==> src/rtl/counter8_ctrl.sv <==
`timescale 1ns/1ps
// counter8_ctrl: sequences an external 8-bit up/down counter through
// `cycles` sweeps of lo -> hi -> lo.
// The controller preloads the counter with lo and then steers its direction.
// The counter's registered value is fed back on dcout.
// Optional leg watchdog: define COUNTER8_CTRL_TIMEOUT_EN.
// With the watchdog, a sweep leg stuck for 300 cycles raises err.
module counter8_ctrl (
    input  logic       clk,
    input  logic       _areset,
    input  logic       start,
    input  logic       abort,
    input  logic [7:0] lo_val,
    input  logic [7:0] hi_val,
    input  logic [3:0] cycles,
    input  logic [7:0] dcout,
    input  logic       overflow,
    output logic       _load,
    output logic [7:0] preld_val,
    output logic       _updown,
    output logic       _wrapstop,
    output logic       busy,
    output logic       done,
    output logic       err
);

    typedef enum logic [2:0] {
        S_IDLE  = 3'd0,
        S_LOAD  = 3'd1,
        S_UP    = 3'd2,
        S_DOWN  = 3'd3,
        S_DONE  = 3'd4,
        S_ERR   = 3'd5
    } state_t;

    state_t     state_q, state_d;
    logic [7:0] lo_q, lo_d;
    logic [7:0] hi_q, hi_d;
    logic [3:0] rem_q, rem_d;

    logic       load_q, load_d;
    logic [7:0] preld_q, preld_d;
    logic       updown_q, updown_d;
    logic       busy_q, busy_d;
    logic       done_q, done_d;
    logic       err_q, err_d;

    logic       start_ok;
    logic       at_peak;
    logic       at_floor;
    logic       leg_timeout;

    // A start only counts when sitting in IDLE and not overridden by abort.
    assign start_ok = (state_q == S_IDLE) && start && !abort;
    // Turn one step early: the counter advances once more on the edge
    // that moves us to the other leg, so it lands exactly on hi / lo.
    assign at_peak  = (dcout == (hi_q - 8'd1));
    assign at_floor = (dcout == (lo_q + 8'd1));

`ifdef COUNTER8_CTRL_TIMEOUT_EN
    logic [8:0] leg_timer_q, leg_timer_d;

    // Leg timer: zero on entry to a leg, counts every cycle spent in a leg.
    always_comb begin
        leg_timer_d = 9'd0;
        if ((state_d == S_UP || state_d == S_DOWN) && (state_d != state_q)) begin
            leg_timer_d = 9'd0;
        end else if (state_q == S_UP || state_q == S_DOWN) begin
            leg_timer_d = leg_timer_q + 9'd1;
        end
    end

    // Leg timer register.
    always_ff @(posedge clk or posedge _areset) begin
        if (_areset) begin
            leg_timer_q <= 9'd0;
        end else begin
            leg_timer_q <= leg_timer_d;
        end
    end

    assign leg_timeout = (leg_timer_q == 9'd300);
`else
    assign leg_timeout = 1'b0;
`endif

    // State and job-parameter registers.
    always_ff @(posedge clk or posedge _areset) begin
        if (_areset) begin
            state_q <= S_IDLE;
            lo_q    <= 8'd0;
            hi_q    <= 8'd0;
            rem_q   <= 4'd0;
        end else begin
            state_q <= state_d;
            lo_q    <= lo_d;
            hi_q    <= hi_d;
            rem_q   <= rem_d;
        end
    end

    // Next-state logic; abort beats everything, then overflow/timeout, then turnaround.
    always_comb begin
        state_d = state_q;
        lo_d    = lo_q;
        hi_d    = hi_q;
        rem_d   = rem_q;
        if (abort) begin
            state_d = S_IDLE;
        end else begin
            case (state_q)
                S_IDLE: begin
                    if (start) begin
                        lo_d  = lo_val;
                        hi_d  = hi_val;
                        rem_d = cycles;
                        if ((lo_val >= hi_val) || (cycles == 4'd0)) begin
                            state_d = S_ERR;
                        end else begin
                            state_d = S_LOAD;
                        end
                    end
                end
                S_LOAD: state_d = S_UP;
                S_UP: begin
                    if (overflow || leg_timeout) begin
                        state_d = S_ERR;
                    end else if (at_peak) begin
                        state_d = S_DOWN;
                    end
                end
                S_DOWN: begin
                    if (overflow || leg_timeout) begin
                        state_d = S_ERR;
                    end else if (at_floor) begin
                        rem_d = rem_q - 4'd1;
                        if (rem_q == 4'd1) begin
                            state_d = S_DONE;
                        end else begin
                            state_d = S_UP;
                        end
                    end
                end
                S_DONE:  state_d = S_IDLE;
                S_ERR:   state_d = S_IDLE;
                default: state_d = S_IDLE;
            endcase
        end
    end

    // Output decode from the next state so the registered outputs line up with the state.
    always_comb begin
        load_d   = 1'b1;
        preld_d  = preld_q;
        updown_d = updown_q;
        busy_d   = 1'b0;
        done_d   = 1'b0;
        err_d    = err_q;
        if (start_ok) begin
            err_d = 1'b0;
        end
        case (state_d)
            S_LOAD: begin
                load_d  = 1'b0;
                preld_d = lo_d;
                busy_d  = 1'b1;
            end
            S_UP: begin
                updown_d = 1'b1;
                busy_d   = 1'b1;
            end
            S_DOWN: begin
                updown_d = 1'b0;
                busy_d   = 1'b1;
            end
            S_DONE:  done_d = 1'b1;
            S_ERR:   err_d  = 1'b1;
            default: ;
        endcase
    end

    // Output registers.
    always_ff @(posedge clk or posedge _areset) begin
        if (_areset) begin
            load_q   <= 1'b1;
            preld_q  <= 8'd0;
            updown_q <= 1'b1;
            busy_q   <= 1'b0;
            done_q   <= 1'b0;
            err_q    <= 1'b0;
        end else begin
            load_q   <= load_d;
            preld_q  <= preld_d;
            updown_q <= updown_d;
            busy_q   <= busy_d;
            done_q   <= done_d;
            err_q    <= err_d;
        end
    end

    assign _load     = load_q;
    assign preld_val = preld_q;
    assign _updown   = updown_q;
    assign _wrapstop = 1'b0;
    assign busy      = busy_q;
    assign done      = done_q;
    assign err       = err_q;

endmodule

==> config.mk <==
export PLATFORM = sky130hd
export DESIGN_NAME = counter8_ctrl
export DESIGN_NICKNAME = d
export VERILOG_FILES = /design/src/rtl/counter8_ctrl.sv
export SDC_FILE = /design/constraint.sdc
export NUM_CORES = 1
export LEC_CHECK = 0
export BUFFER_PORTS_ARGS = -buffer_cell sky130_fd_sc_hd__buf_2
export CAP_MARGIN = 20
export CELL_PAD_IN_SITES_DETAIL_PLACEMENT = 1
export CELL_PAD_IN_SITES_GLOBAL_PLACEMENT = 2
export CORE_UTILIZATION = 34
export CTS_CLUSTER_DIAMETER = 60
export CTS_CLUSTER_SIZE = 24
export DETAILED_ROUTE_END_ITERATION = 7
export GPL_TIMING_DRIVEN = 0
export PLACE_DENSITY_LB_ADDON = 0.1
export SLEW_MARGIN = 20
export SYNTH_ARGS = -nofsm -noshare
export SYNTH_HDL_FRONTEND = slang
export SYNTH_SLANG_ARGS = --single-unit
==> constraint.sdc <==
create_clock -name clk -period 3.9 [get_ports clk]
set_input_delay 0.585 -clock clk [delete_from_list [all_inputs] [get_ports clk]]
set_output_delay 0.585 -clock clk [all_outputs]
set_load 0.005 [all_outputs]
# ---- Yosys cells after proc, flatten, opt, wreduce, memory -nomap -nowiden
# Cells that the tools add are included.
# Widths: inputs -> output; s select.
dict set report classes {
  n_mux 22
  reduce_logical 12
  addsub 3
  n_eq_ne 14
  order_cmp 1
  bitwise_logic 1
}
# cell n
set op_table {}
lappend op_table {{$mux 3} 8}
lappend op_table {{$mux 8} 3}
lappend op_table {{$eq 8x8->1} 2}
lappend op_table {{$eq 3x2->1 const B} 4}
lappend op_table {{$mux 4} 3}
lappend op_table {{$pmux 3 s4} 1}
lappend op_table {{$add 8x1->8 const B} 1}
lappend op_table {{$ge 8x8->1} 1}
lappend op_table {{$pmux 4 s2} 1}
lappend op_table {{$sub 8x1->8 const B} 1}
lappend op_table {{$eq 3x1->1 const B} 2}
lappend op_table {{$eq 3x3->1 const B} 2}
lappend op_table {{$ne 2x2->1 const B} 3}
lappend op_table {{$reduce_bool 2->1} 3}
lappend op_table {{$mux 1} 5}
lappend op_table {{$reduce_and 5->1} 1}
lappend op_table {{$eq 4x1->1 const B} 1}
lappend op_table {{$logic_not 4->1} 1}
lappend op_table {{$sub 4x1->4 const B} 1}
lappend op_table {{$logic_not 3->1} 1}
lappend op_table {{$reduce_and 3->1} 1}
lappend op_table {{$reduce_or 3->1} 1}
lappend op_table {{$logic_and 1x1->1} 2}
lappend op_table {{$pmux 1 s2} 1}
lappend op_table {{other kinds (3)} 3}
dict set report word_totals {
  reg_bits 36
  output_inout_bits 14
  word_cells 63
  in_bits 33
}

# ---- Longest topological paths before layout
dict set report depth {
  word_depth 9
  ltp_mapped 8
  ltp_nobuf 8
}

# ---- Worst setup path before layout
# No wires, ideal clock.
dict set report synth_timing {
  kind {input -> register}
  from {input port lo_val[0]}
  to {register preld_q[0] (netlist: preld_val[0])}
  path_stages 8
  path_slack_ns 1.121
  arrival_time_ns 2.654
  required_time_ns 3.775
  path_cell_list {inv_1 > ha_1 > nand2b_1 > a211o_1 > a211oi_1 > o2111ai_1 > nor4_4 > mux2_2}
}
dict set report synth_between {
  elab_chain_len 7
  elab_cells_between_ends 10
  classes_between {1 x order compare; 1 x eq/ne; 7 x mux; 1 x reduce/logical}
}
# element line_no
set synth_rtl {}
lappend synth_rtl {{start, declared} 13} ;# input logic [7:0] lo_val,
lappend synth_rtl {{$ge 8x8->1} 117} ;# if ((lo_val >= hi_val) || (cycles == 4'd0)) begin
lappend synth_rtl {{$logic_or 1x1->1} 117}
lappend synth_rtl {{$mux 3} 117}
lappend synth_rtl {{$mux 3} 113} ;# if (start) begin
lappend synth_rtl {{$pmux 3 s4} 111} ;# case (state_q)
lappend synth_rtl {{$mux 3} 108} ;# if (abort) begin
lappend synth_rtl {{$eq 3x1->1} 162} ;# case (state_d)
lappend synth_rtl {{end signal, assigned} 193} ;# preld_q <= preld_d;
lappend synth_rtl {{end, declared} 42} ;# logic [7:0] preld_q, preld_d;
# Several ways; a longest one is shown, not always the timed one.
# A chain may end at the register's enable or synchronous reset.

# ---- Worst setup path after layout
dict set report layout_timing {
  from {register hi_q[0]}
  to {register preld_q[7] (netlist: preld_val[7])}
}
dict set report layout_between {
  elab_chain_len 7
}
# element line_no
set layout_rtl {}
lappend layout_rtl {{start, declared} 38} ;# logic [7:0] hi_q, hi_d;
lappend layout_rtl {{start signal, assigned} 97} ;# hi_q <= hi_d;
lappend layout_rtl {{$sub 8x1->8} 57} ;# assign at_peak = (dcout == (hi_q - 8'd1));
lappend layout_rtl {{$eq 8x8->1} 57}
lappend layout_rtl {{$mux 3} 128} ;# end else if (at_peak) begin
lappend layout_rtl {{$mux 3} 126} ;# if (overflow || leg_timeout) begin
lappend layout_rtl {{$pmux 3 s4} 111}
lappend layout_rtl {{$mux 3} 108}
lappend layout_rtl {{$eq 3x1->1} 162}
# No other way between the ends.

==> out/results.ini <==
[outcome]
outcome = finished, violations left
violations = design-rule violations

[timing]
period_share_pct = 78.7
finalMaxSlewViolations = 0
finalHoldViolations = 0
fin_skew_ps = 13.0
fin_crit_ps = 3070
tightest_slew_ps = 649
rsz0062_at_grt = false
final.setup.tns_ps = 0
relSlewSlack_pct = 56.4
fmax_mhz = 326
setup_ws_ps = 829
worst_hold_slack_ps = 243
setup_viol = 0

[yosys]
synth_top_area_share_pct = 36.7
ys_types = 52
synth-main-ff-cell = dfrtp_1
ys_ff_latch = 36
synthTopCellsByArea = dfrtp_1 37%, mux2_2 7.8%, ha_1 6.5%
syn_area_um2 = 2320
ys_seq_area_share_pct = 39.0
synth.largest_area_cell = dfrtp_1
async_flop_share_pct = 100
synth_edf_count = 0
syn_nets = 288
synth_cells = 243
synth.avg_cell_area_um2 = 9.53
yosysWarnings = 0

[critical_path]
r2r-end = preld_val[7]
setup.worst_path.class = reg -> reg
arrival_ps = 3250
critPathCaptureType = flop
r2r_cells = 6
r2r_slack_ps = 830
worstPathRequired_ps = 4080
worstPathMaxFanout = 9
worstReg2RegStart = hi_q[0]
start_kind = flop

[layout]
syn2layout_area_growth_pct = 19.8
postLayoutCoreUtil_pct = 42.9
seqCellArea_um2 = 903
final_area_um2 = 2770
n_fill_cell = 787
antenna_cells = 0
final_cells = 375
final_layout_size_suffix_gt1_share_pct = 28.5
multi_input_area_um2 = 1300
fin_nets = 342

[routing]
drtPass1Iterations = 6
drt_iter0_drc = 110
drt_wl_total_um = 6230
vias_per_cell = 5.38
drc = 6
detail-route-antenna-nets = 0
wl_per_cell_um = 16.6
num_vias = 2016

[clocking]
clk_pin_slew_ps = 90
htreeDepth = 2
cts-root-buf = clkbuf_8
clk_path_buf_depth = 2
postCtsHoldBufs = 0
post_cts_buffers = 0
cts.sinks = 36
clk_latency_ps = 300
post_cts_resized = 0
cts_buffers = 5
cts_tree = built

[global_routing]
antenna_found_initial = 0
grt_use_total_pct = 19.1
grt_pass1_vias = 2089
grt_overflow_total = 0
grt_max_degree = 24
grt_pass1_wl_um = 10600

[die]
dieArea_um2 = 7150
dieHeight_um = 84.5
die_w_um = 84.5
core_um2 = 6460
rows = 29
io_pins = 47
start_util_pct = 35.9

[power_and_ir_drop]
p_switching_uw = 591
power_density_nw_per_um2 = 571
power_mw = 1.58
cellLeakagePower_nw = 1.27
irDropWorstVdd_uv = 243
p_seq_share_pct = 39.8
swShare_pct = 37.3
clockPowerShare_pct = 21.5
p_comb_share_pct = 38.7
p_int_uw = 993

[run]
drv_cap = 0

[placed_design]
place.gp.congestion = 0.806
dp_hpwl_um = 5020
place_area_um2 = 2660
dp_cells = 367
port_buffers = 45
post-place-ws_ps = 442

[worst_hold_path]
hold_class = in -> async

-- cells in the final DEF, fill, tap and decap left out, drive strengths merged, types with 7 or more instances in the layout --
master	synthesis	routed
a21oi	9	9
buf	1	48
clkbuf	5	10
dfrtp	34	34
ha	12	12
inv	23	23
mux2	16	16
nand2	17	17
nand3	8	8
nor2	14	14
o21ai	19	19
xnor2	10	10
xor2	7	7
-- state kept, by name (all words and copies together) (netlist names) --
name,count
done,1
rem_q,4
lo_q,8
hi_q,8
preld_val,8
_load,1
_updown,1
state_q,3
busy,1
err,1
-- routing by layer --
metal  GRT usage (%)  routed length, um  up-vias
li1                -                  -      988
met1            26.7               3080      983
met2            30.5               2840       39
met3            3.74                239        6
met4            4.78                 65        0
met5               0                  0        -
-- area by class of cell --
class,count,area share (%)
Multi-Input combinational cell,178,46.9
Sequential cell,36,32.6
Timing Repair Buffer,47,9.02
Tap cell,77,3.47
Inverter,23,3.11
Clock buffer,5,2.48
Clock inverter,3,1.53
Buffer,6,0.947
-- worst max-delay path, stage by stage (launching register included) --
cell,delay (ps)
dfrtp_1,440
or4_4,560
or4_1,440
a211o_1,310
o311a_2,160
nor4_4,630
mux2_2,410
-- cell families after synthesis --
| logic type | share of synthesized area, % |
|---|---|
| DFF | 39.0 |
| other | 0.162 |
| and+or+nand+nor | 16.3 |
| adders and majority gates | 6.48 |
| muxes | 8.21 |
| xor gates and xnor gates | 6.43 |
| buffers and inverters | 4.86 |
| AOI/OAI and AO/OA | 18.5 |
-- worst max path at each step --
stage	slack [ps]	cells after the start	end	startpoint
after floorplan	1120	8	preld_val[0]	lo_val[0]
after global placement	510	9	preld_val[7]	lo_val[0]
after detailed placement	440	9	preld_val[5]	lo_val[0]
after CTS	770	6	preld_val[5]	hi_q[0]
after global routing	710	9	preld_val[7]	lo_val[0]
final	830	6	preld_val[7]	hi_q[0]
-- power groups by stage --
stage          clock network, mW  logic (mW)  registers (mW)
6_report                   0.340       0.613           0.631
5_1_grt                    0.365       0.691           0.652
4_1_cts                    0.348       0.624           0.631
3_5_place_dp                   0       0.621           0.636
3_3_place_gp                   0       0.608           0.630
2_1_floorplan                  0       0.429           0.608
-- cells in the mapped netlist (2+ instances only) --
master and count:
mux2_2 16, and2_1 3, o31ai_1 3, nor3b_1 3, ha_1 12, a21oi_1 9
nand3b_1 2, clkbuf_1 5, inv_1 23, nand2b_1 3, o21ba_2 2, nor4_1 2
xor2_1 7, o21a_1 2, o211ai_1 4, a211oi_1 3, nor2_1 14, or3_1 2
nor3_1 4, o21ai_0 19, o2111a_1 2, o2bb2ai_1 3, nand3_1 8, a211o_1 2
dfstp_2 2, o2111ai_1 2, xnor2_1 10, dfrtp_1 34, nand2_1 17, nand4_1 3
Note: power is estimated with default switching activity, not from simulation.
